==> src/rtl/alu_arbiter.sv <==
// alu_arbiter: two-requester arbiter in front of a shared registered OR/AND/XOR/ADD unit
// Ports:
//   clk, rst_n             clock, asynchronous active-low reset
//   req0/req1              operation requests
//   op0/op1                opcode (00 OR, 01 AND, 10 XOR, 11 ADD)
//   a0/b0, a1/b1           operands per requester
//   gnt0/gnt1              one-cycle grant pulse (operands captured on that edge)
//   res, res_id, cout,     registered result, owner, carry-out, zero flag
//   zero
//   res_valid/res_ready    result handshake
// Option: define ALU_ARBITER_ROUND_ROBIN_EN for round-robin arbitration (default fixed priority, requester 0 wins)
module alu_arbiter #(
  parameter int WIDTH = 8
) (
  input  logic             clk,
  input  logic             rst_n,
  input  logic             req0,
  input  logic             req1,
  input  logic [1:0]       op0,
  input  logic [1:0]       op1,
  input  logic [WIDTH-1:0] a0,
  input  logic [WIDTH-1:0] b0,
  input  logic [WIDTH-1:0] a1,
  input  logic [WIDTH-1:0] b1,
  output logic             gnt0,
  output logic             gnt1,
  output logic [WIDTH-1:0] res,
  output logic             res_id,
  output logic             cout,
  output logic             zero,
  output logic             res_valid,
  input  logic             res_ready
);
  typedef enum logic [1:0] {IDLE, EXEC, DONE} state_t;
  state_t r_state, w_next;
  logic [1:0]       r_op;
  logic [WIDTH-1:0] r_a, r_b, r_res, w_res;
  logic             r_id, r_cout, r_zero, r_valid;
  logic             w_sel, w_gnt0, w_gnt1;
  logic [WIDTH:0]   w_sum;
`ifdef ALU_ARBITER_ROUND_ROBIN_EN
  // r_last holds the last granted requester; resets to 1 so requester 0 wins first
  logic r_last;
  assign w_sel = req1 & (~req0 | ~r_last);
  always_ff @(posedge clk or negedge rst_n)
    if (!rst_n) r_last <= 1'b1;
    else if (w_gnt0 | w_gnt1) r_last <= w_gnt1;
`else
  assign w_sel = ~req0;
`endif
  always_comb begin
    w_next = r_state;
    w_gnt0 = 1'b0;
    w_gnt1 = 1'b0;
    case (r_state)
      IDLE: if (req0 | req1) begin
        w_next = EXEC;
        w_gnt0 = ~w_sel;
        w_gnt1 = w_sel;
      end
      EXEC: w_next = DONE;
      DONE: if (res_ready) w_next = IDLE;
      default: w_next = IDLE;
    endcase
  end
  // grants are combinational; gating with rst_n keeps them low during reset even with requests pending
  assign gnt0 = w_gnt0 & rst_n;
  assign gnt1 = w_gnt1 & rst_n;
  assign w_sum = {1'b0, r_a} + {1'b0, r_b};
  always_comb
    w_res = r_op == 2'b00 ? r_a | r_b :
            r_op == 2'b01 ? r_a & r_b :
            r_op == 2'b10 ? r_a ^ r_b : w_sum[WIDTH-1:0];
  always_ff @(posedge clk or negedge rst_n)
    if (!rst_n) begin
      r_state <= IDLE;
      r_op    <= '0;
      r_a     <= '0;
      r_b     <= '0;
      r_id    <= 1'b0;
      r_res   <= '0;
      r_cout  <= 1'b0;
      r_zero  <= 1'b0;
      r_valid <= 1'b0;
    end else begin
      r_state <= w_next;
      if (w_gnt0 | w_gnt1) begin
        r_op <= w_sel ? op1 : op0;
        r_a  <= w_sel ? a1 : a0;
        r_b  <= w_sel ? b1 : b0;
        r_id <= w_sel;
      end
      if (r_state == EXEC) begin
        r_res   <= w_res;
        r_cout  <= r_op == 2'b11 ? w_sum[WIDTH] : 1'b0;
        r_zero  <= w_res == '0;
        r_valid <= 1'b1;
      end else if (r_state == DONE && res_ready) r_valid <= 1'b0;
    end
  assign res       = r_res;
  assign res_id    = r_valid ? r_id : r_id;
  assign cout      = r_cout;
  assign zero      = r_zero;
  assign res_valid = r_valid;
endmodule

==> config.mk <==
export PLATFORM = sky130hd
export DESIGN_NAME = alu_arbiter
export DESIGN_NICKNAME = d
export VERILOG_FILES = /design/src/rtl/alu_arbiter.sv
export SDC_FILE = /design/constraint.sdc
export NUM_CORES = 1
export LEC_CHECK = 0
export ABC_AREA = 1
export BUFFER_PORTS_ARGS = -buffer_cell sky130_fd_sc_hd__buf_4
export CAP_MARGIN = 20
export CORE_AREA = 2 2 83 85
export CTS_BUF_LIST = sky130_fd_sc_hd__clkbuf_4
export CTS_CLUSTER_SIZE = 14
export DETAILED_ROUTE_END_ITERATION = 16
export DIE_AREA = 0 0 85 87
export PLACE_DENSITY = 0.58
export SETUP_SLACK_MARGIN = 0.5
export SLEW_MARGIN = 20
export SYNTH_ARGS = -nofsm -noshare
export SYNTH_HDL_FRONTEND = slang
export SYNTH_SLANG_ARGS = --single-unit
==> constraint.sdc <==
create_clock -name clk -period 2 [get_ports clk]
set_input_delay 0.3 -clock clk [delete_from_list [all_inputs] [get_ports clk]]
set_output_delay 0.3 -clock clk [all_outputs]
set_load 0.01 [all_outputs]
# Yosys cells after proc, flatten, opt, wreduce, memory -nomap -nowiden
# Index checks and enable logic that the tools add are counted.
[totals] out_inout_bits=14 wordCells=47 register_bits=32
[classes] n_reduce_logical=6 n_eq_ne=7 n_bitwise=8 add_sub_neg=1 muxes=16
[op_table] operator="$mux W8" count=5
[op_table] operator="$add A8 B8 Y9" count=1
[op_table] operator="$and A8 B8 Y8" count=1
[op_table] operator="$logic_not A8 Y1" count=1
[op_table] operator="$or A8 B8 Y8" count=1
[op_table] operator="$xor A8 B8 Y8" count=1
[op_table] operator="$mux W1" count=7
[op_table] operator="$eq A2 B2 Y1 const B" count=3
[op_table] operator="$mux W2" count=3
[op_table] operator="$pmux W2 S3" count=1
[op_table] operator="$eq A2 B1 Y1 const B" count=2
[op_table] operator="$logic_not A2 Y1" count=2
[op_table] operator="$ne A2 B2 Y1 const B" count=2
[op_table] operator="$and A1 B1 Y1" count=2
[op_table] operator="$or A1 B1 Y1" count=2
[op_table] operator="$reduce_and A2 Y1" count=1
[op_table] operator="$reduce_bool A2 Y1" count=1
[op_table] operator="$logic_and A1 B1 Y1" count=1
[op_table] operator="$not A1 Y1" count=1

# Longest topological paths before layout
# Gate-level depths: netlist of run 1.
[depth] ltp_word=5 depth_mapped=14 ltp_nobuf=14

# Least setup slack after synthesis of run 1
# No wires, ideal clock.
[synth_path] kind="flip-flop to flip-flop" start="reg r_a[2]" end="reg r_zero, in the netlist zero" required_ns=1.882 setup_slack_ns=0.489 stages_incl_launch_ff=13 t_arrival_ns=1.393 path_buffers=0 path_cell_list="dfrtp_1 > inv_1 > ha_1 > nor2_1 > nor2_4 > nand3_1 > nand2_1 > nand2_1 > nand3_1 > nand2_1 > inv_2 > nand4_1 > nand2_1"
[synth_via] elab_chain_cells=5 word_cells_on_any_way=8 cone_classes="add/sub: 1; mux: 3; bitwise: 3; reduce/logical: 1"
[synth_lines] element="start, declared" line_no="37" rtl="logic [WIDTH-1:0] r_a, r_b, r_res, w_res;"
[synth_lines] element="start signal, assigned" line_no="89" rtl="r_a <= w_sel ? a1 : a0;"
[synth_lines] element="$add A8 B8 Y9 or $xor A8 B8 Y8 (tied branches)" line_no="69, 73"
[synth_lines] element="$mux W8" line_no="73" rtl="r_op == 2'b10 ? r_a ^ r_b : w_sum[WIDTH-1:0];"
[synth_lines] element="$mux W8" line_no="72" rtl="r_op == 2'b01 ? r_a & r_b :"
[synth_lines] element="$mux W8 *" line_no="71" rtl="w_res = r_op == 2'b00 ? r_a | r_b :"
[synth_lines] element="$logic_not A8 Y1 *" line_no="96" rtl="r_zero <= w_res == '0;"
[synth_lines] element="end signal, assigned" line_no="83" rtl="r_zero <= 1'b0;"
[synth_lines] element="end signal, assigned" line_no="96"
[synth_lines] element="end, declared" line_no="38" rtl="logic r_id, r_cout, r_zero, r_valid;"
# Every way passes the cells marked *; elsewhere a longest branch is shown, timed or not.
# A chain may end at the register's enable or synchronous reset.

# Worst setup path after layout of run 1
[layout_path] start="reg r_b[1]" end="reg r_zero, in the netlist zero"
[layout_via] elab_chain_cells=5 word_cells_on_any_way=8 cone_classes="add/sub: 1; mux: 3; bitwise: 3; reduce/logical: 1"
[layout_lines] element="start, declared" line_no="37"
[layout_lines] element="start signal, assigned" line_no="90" rtl="r_b <= w_sel ? b1 : b0;"
[layout_lines] element="$add A8 B8 Y9 or $xor A8 B8 Y8 (tied branches)" line_no="69, 73"
[layout_lines] element="$mux W8" line_no="73"
[layout_lines] element="$mux W8" line_no="72"
[layout_lines] element="$mux W8 *" line_no="71"
[layout_lines] element="$logic_not A8 Y1 *" line_no="96"
# Marked as above.

==> run_results.csv, run 1 <==
group,metric,value,unit
sta,finalCriticalPeriod,1601,ps
clocking,clkTransAtPathRegs,100,ps
final_layout,stdcell_area,0.003146,mm^2
die,die_w,85,um
sta,fin_skew,7.427,ps
die,core,0.006569,mm^2
sta,hold_viol_final,0,
final_layout,instances_no_fill,465,
synth,postSynthAreaPerCell,7.070,um^2
synth,synth_top_family_by_area,"simple AND/OR/NAND/NOR gates",
die,die_area,0.007395,mm^2
worst_setup_path,path_max_fanout,4,
global_routing,antenna_found_initial,0,
sta,fmaxAchievable,624.5,MHz
die,die_h,87,um
synth,synthAdderAreaFrac,0.09737,
drt,vias_per_cell,4.559,
status,status,"completed",
sta,fin_crit_sh,0.8007,
synth,yosysWarnings,0,
sta,rsz0062_at_grt,"true",
clocking,cts_tree,"yes",
synth,synth_ff_type,"dfrtp_1",
synth,ys_async_sr_fraction,1.000,
power_and_ir_drop,p_sw_frac,0.4781,
sta,worst_pin_slew,417.8,ps
power_and_ir_drop,p_leak,1.640,nW
placed_design,dpl.cell_count,437,
drt,drtPass1Iterations,4,
final_layout,drive_above_1_share,0.3818,
synth,synth_nets,367,
worst_setup_path,critical_path.cell_chain,"inv_2 -> ha_4 -> nand2_4 -> nand2_4 -> nand2_2 -> nand3_2 -> a21oi_1 -> nor2_1 -> nor2_1 -> nand4_1 -> nand2_1",
placed_design,gp_congestion,0.8878,
placed_design,dpl-instance-area,0.002664,mm^2
global_routing,grt_max_degree,33,
global_routing,grt.busiest_layer,"met2",
synth,synthTopCellsByArea,"dfrtp_1 (37%), nand2_1 (15%), ha_1 (9.7%), inv_1 (8.2%), a31oi_1 (6.3%)",
power_and_ir_drop,p_comb_frac,0.708,
global_routing,gr-usage-all-layers,0.1584,
drt,wl_per_cell,12.40,um
drt,drt_iter0_markers,71,
clocking,root_buffer,"clkbuf_4",
power_and_ir_drop,vdd_ir_drop_max,637.7,uV
synth,synth_commonest_cells,"nand2_1 (90), inv_1 (48), dfrtp_1 (32)",
global_routing,grt_pass1_wl,9515,um
global_routing,use_met2,0.2571,
sta,relSlewSlack,0.7215,
final_layout,multiInputGateArea,0.001334,mm^2
synth,synth_simple_gate_area_frac,0.3047,
worst_setup_path,critPathCaptureType,"flop",
synth,yosysSeqAreaShare,0.3666,
synth,synth-edff-count,0,
synth,yosys.area.top_type,"dfrtp_1",
synth,ys_types,23,
placed_design,hpwlAfterDp,4036,um
final_layout,fill_cells,668,
synth,synth_top_area_frac,0.3666,
worst_setup_path,reg2reg_depth,11,
worst_setup_path,cp-start-kind,"flop",
worst_hold_path,hold_class,"in2async",
sta,setup_viol,0,
power_and_ir_drop,internal_power,0.002884,W
power_and_ir_drop,powerDensity,1757,mW/mm^2
synth,synth_area,0.002185,mm^2
power_and_ir_drop,p_switching,0.002641,W
global_routing,grt_pass1_vias,2059,
global_routing,grt_overflow_total,0,
die,fp-row-count,30,
worst_setup_path,worstSetupPathType,"reg2reg",
synth,synthMuxAreaShare,0,
synth,synthXorXnorAreaFrac,0,
clocking,insertion_delay,330,ps
clocking,htree_levels,2,
die,io_pins,55,
global_routing,met3_usage,0.03033,
power_and_ir_drop,power.share.clock,0.066,
worst_setup_path,cp.arrival,1880,ps
final_layout,diodes,0,
worst_setup_path,crit_path_max_incr_delay,410,ps
synth,synthCells,309,
drt,drcViolationCount,0,
flow_run,cap_violations,0,
drt,totalWireLength,5768,um
die,start_util,0.3326,
final_layout,seq_area,803.3,um^2
drt,ant_nets,0,
clocking,cts_buffers,5,
sta,tns,0,ps
final_layout,syn2layout_area_growth,43.99,%
power_and_ir_drop,p_seq_frac,0.225,
global_routing,met1_usage,0.2180,
placed_design,io_buffers,54,
clocking,clockBufferDepth,2,
final_layout,post-route-util,0.4789,
final_layout,layout.nets,443,
synth,yosysMostFrequentCell,"nand2_1",
synth,synth_compound_area_frac,0.1082,
synth,ys_ff_latch,32,
clocking,clkSinkCount,32,
worst_setup_path,crit_required,2280,ps
drt,via_count,2120,
sta,slew_violations,0,
worst_setup_path,slowest_stage,"dfrtp_1",
-- path summary, 6_finish.rpt --
check                          start          to  slack [ps]
max in group asynchronous      rst_n  r_state[1]        1650
max                           r_b[1]        zero         400
max reg2reg                   r_b[1]        zero         400
min                            rst_n        zero          20
min in group clk           res_ready  r_state[1]         170
min reg2reg                   res[0]      res[0]         490
-- through the flow --
step | setup WS, ps | hold WS, ps | total power (W)
2_1_floorplan | 517.3 | 4.409 | 0.003290
3_3_place_gp | 294.2 | 413.4 | 0.004024
3_5_place_dp | 305.9 | 408.4 | 0.004036
4_1_cts | 402.9 | 36.72 | 0.005142
5_1_grt | 228.4 | 44.50 | 0.006106
6_report | 398.7 | 24.93 | 0.005525
-- layout by cell type, fill, tap and decap left out, types with 2 or more instances in the layout --
cell	count
a21oi_1	2
a31oi_1	22
buf_4	75
buf_6	2
clkbuf_16	2
clkbuf_4	6
dfrtp_1	30
dfrtp_2	2
ha_1	9
ha_4	7
inv_1	38
inv_2	14
nand2_1	82
nand2_2	8
nand2_4	4
nand3_1	12
nand3_2	9
nand4_1	2
nor2_1	27
nor2_2	3
nor2_4	6
o21ai_0	7
o21ai_1	4
o22ai_1	3
-- routing by layer --
layer / wire, um / vias to the layer above
met4: 62 / 0
met5: 0 / -
met3: 237 / 5
met1: 2892 / 945
met2: 2576 / 48
li1: - / 1122
-- area by class of cell --
class	count	area share
clock inverters	1	0.001591
multi-input cells	213	0.4240
repair buffers	80	0.2084
flip-flops and latches	32	0.2554
well taps	80	0.03182
inverters	53	0.06444
clock buffers	6	0.01432
-- sequential cells by signal, indices dropped and copies added, names as in the netlist --
| name | cells |
|---|---|
| res_valid | 1 |
| r_op | 2 |
| r_state | 2 |
| r_b | 8 |
| res | 8 |
| zero | 1 |
| cout | 1 |
| res_id | 1 |
| r_a | 8 |
-- worst max-delay path: cells and delay by family, from the launching register on --
kind	cells	cell delay, ps
simple gates	8	660
buf+inv	1	60
flops	1	410
fa+ha+maj	1	260
compound gates	1	150
-- logic make-up after synthesis --
family,Yosys count
fa+ha+maj,17
simple gates,155
buf+inv,64
compound gates,41
flops,32
-- repair_timing --
action | 4_1_cts | 5_1_grt
resized for setup | 39 | 20
hold buffers | 0 | 0
endpoints found under the setup margin | 12 | 12
buffers inserted | 13 | 6
pin swaps | 23 | 11
gates cloned | 0 | 2
-- power groups by stage --
stage	combinational [W]	clock, W	sequential (W)
6_report	0.00391	0.000366	0.00124
3_3_place_gp	0.00280	0	0.00123
5_1_grt	0.00440	0.000405	0.00130
2_1_floorplan	0.00207	0	0.00122
3_5_place_dp	0.00280	0	0.00124
4_1_cts	0.00352	0.000382	0.00124
Note: power is estimated with default switching activity, not from simulation.
==> run 2, diff against run 1 <==
clock period = 1.6 ns   (was 2 ns; I/O delays follow)
==> run_results.csv, run 2 (synthesized netlist as in run 1, its figures left out) <==
group,metric,value,unit
status,status,"completed",
power_and_ir_drop,p_switching,0.003611,W
die,start_util,0.3326,
die,die_area,0.007395,mm^2
worst_setup_path,cp.arrival,1870,ps
global_routing,antenna_found_initial,0,
drt,ant_nets,0,
clocking,clkTransAtPathRegs,110,ps
final_layout,fill_cells,590,
sta,relSlewSlack,0.7205,
final_layout,syn2layout_area_growth,67.87,%
drt,via_count,2216,
flow_run,cap_violations,0,
worst_setup_path,path_max_fanout,4,
power_and_ir_drop,p_leak,1.798,nW
final_layout,final_common_cell,"nand2_1",
sta,slew_violations,0,
final_layout,drive_above_1_share,0.4914,
sta,worst_pin_slew,419.3,ps
sta,fin_crit_sh,0.9946,
clocking,insertion_delay,340,ps
final_layout,diodes,0,
die,io_pins,55,
worst_setup_path,crit_required,1880,ps
worst_setup_path,crit_start,"r_a[1]",
worst_setup_path,critPathTopFamily,"simple AND/OR/NAND/NOR gates",
global_routing,grt_overflow_total,0,
sta,fmaxAchievable,628.4,MHz
placed_design,hpwlAfterDp,4136,um
final_layout,layout.nets,466,
worst_setup_path,path_buf_inv,1,
power_and_ir_drop,powerDensity,2139,mW/mm^2
clocking,cts_tree,"yes",
global_routing,gr-usage-all-layers,0.1634,
clocking,cts_buffers,5,
power_and_ir_drop,internal_power,0.004235,W
die,die_h,87,um
sta,fin_skew,7.319,ps
clocking,clockBufferDepth,2,
worst_hold_path,hold_start,"res_ready",
power_and_ir_drop,p_sw_frac,0.4603,
clocking,root_buffer,"clkbuf_4",
global_routing,grt_max_degree,33,
drt,vias_per_cell,4.532,
final_layout,layout_common_cells,"nand2_1 (79), buf_4 (70), inv_1 (35)",
die,fp-row-count,30,
placed_design,gp_congestion,0.9095,
worst_setup_path,crit_path_max_incr_delay,410,ps
global_routing,grt_pass1_wl,9632,um
clocking,clkSinkCount,32,
worst_hold_path,hold_class,"in2reg",
die,die_w,85,um
die,core,0.006569,mm^2
final_layout,instances_no_fill,489,
drt,drcViolationCount,0,
sta,finalCriticalPeriod,1591,ps
power_and_ir_drop,power.share.clock,0.060,
drt,wl_per_cell,12.63,um
drt,drtPass1Iterations,4,
worst_setup_path,critical_path.cell_chain,"inv_2 -> ha_4 -> nand2_2 -> nand2_4 -> nand2_2 -> nand3_2 -> nand3_1 -> nand2_1 -> nor2_1 -> nor2_2 -> nand4_1 -> nand2_1",
drt,totalWireLength,6175,um
power_and_ir_drop,p_comb_frac,0.734,
worst_setup_path,cp-start-kind,"flop",
placed_design,dpl.cell_count,443,
sta,holdWs,70.89,ps
power_and_ir_drop,p_seq_frac,0.206,
worst_setup_path,r2r_slack,9,ps
worst_setup_path,slowest_stage,"dfrtp_1",
placed_design,io_buffers,54,
worst_setup_path,worstSetupPathType,"reg2reg",
clocking,htree_levels,2,
worst_setup_path,worstReg2RegStart,"r_a[1]",
power_and_ir_drop,vdd_ir_drop_max,813.3,uV
sta,setup_viol,0,
drt,drt_iter0_markers,92,
sta,rsz0062_at_grt,"true",
worst_setup_path,critPathCaptureType,"flop",
global_routing,grt_pass1_vias,2069,
sta,hold_viol_final,0,
## run 2: cell type report
cell class,count,area [um^2],area share
Timing Repair inverter,1,7.507,0.002047
Tap cell,80,100.1,0.02729
Inverter,53,202.7,0.05527
Multi-Input combinational cell,213,1536,0.4190
Clock inverter,2,11.26,0.003071
Timing Repair Buffer,102,959.7,0.2617
Clock buffer,6,45.04,0.01228
Sequential cell,32,804.5,0.2194
## run 2: power groups by stage
stage,combinational (W),clock (W),sequential (W)
finish,0.00576,0.000472,0.00162
global route,0.00639,0.000533,0.00167
CTS,0.00494,0.000495,0.00160
detailed placement,0.00390,0,0.00159
global placement,0.00390,0,0.00156
floorplan,0.00292,0,0.00155
## run 2: worst register-to-register path, delay by kind of cell (launching register included)
family | cells | cell delay [ps]
simple gates | 10 | 780
flops | 1 | 410
fa+ha+maj | 1 | 290
buf+inv | 1 | 60
## run 2: timing repair
item                       4_1_cts  5_1_grt
resized for setup               47       46
pin swaps                        8       11
hold endpoints to repair        32        0
hold buffers                     1        0
setup buffers                   23       10
setup endpoints to repair       45       46
cloned                           4        0
## run 2: final timing paths
| check | endpoint | cells past startpoint |
|---|---|---|
| min in group asynchronous | res[1] | 3 |
| min | r_state[1] | 2 |
| min reg2reg | res_valid | 2 |
| max in group asynchronous | r_op[1] | 3 |
| max reg2reg | zero | 12 |
| max | zero | 12 |
## run 2: layer usage
layer / GRT usage / routed length [um] / vias to the layer above
met1: 0.2146 / 2755 / 987
li1: - / - / 1172
met2: 0.2791 / 3131 / 51
met3: 0.03318 / 244 / 6
met4: 0.03463 / 45 / 0
met5: 0 / 0 / -
## run 2: through the flow
step / util / cell area (um^2) / setup WS, ps / power (W) / TNS [ps]
global route: 0.5583 / 3667 / -157.0 / 0.008595 / -492.1
detailed placement: 0.4305 / 2828 / 3.702 / 0.005491 / 0
floorplan: - / 2316 / 180.2 / 0.004469 / 0
CTS: 0.5051 / 3318 / 22.99 / 0.007026 / 0
finish: 0.5583 / 3667 / 8.589 / 0.007846 / 0
global placement: 0.4305 / 2828 / 7.942 / 0.005464 / 0
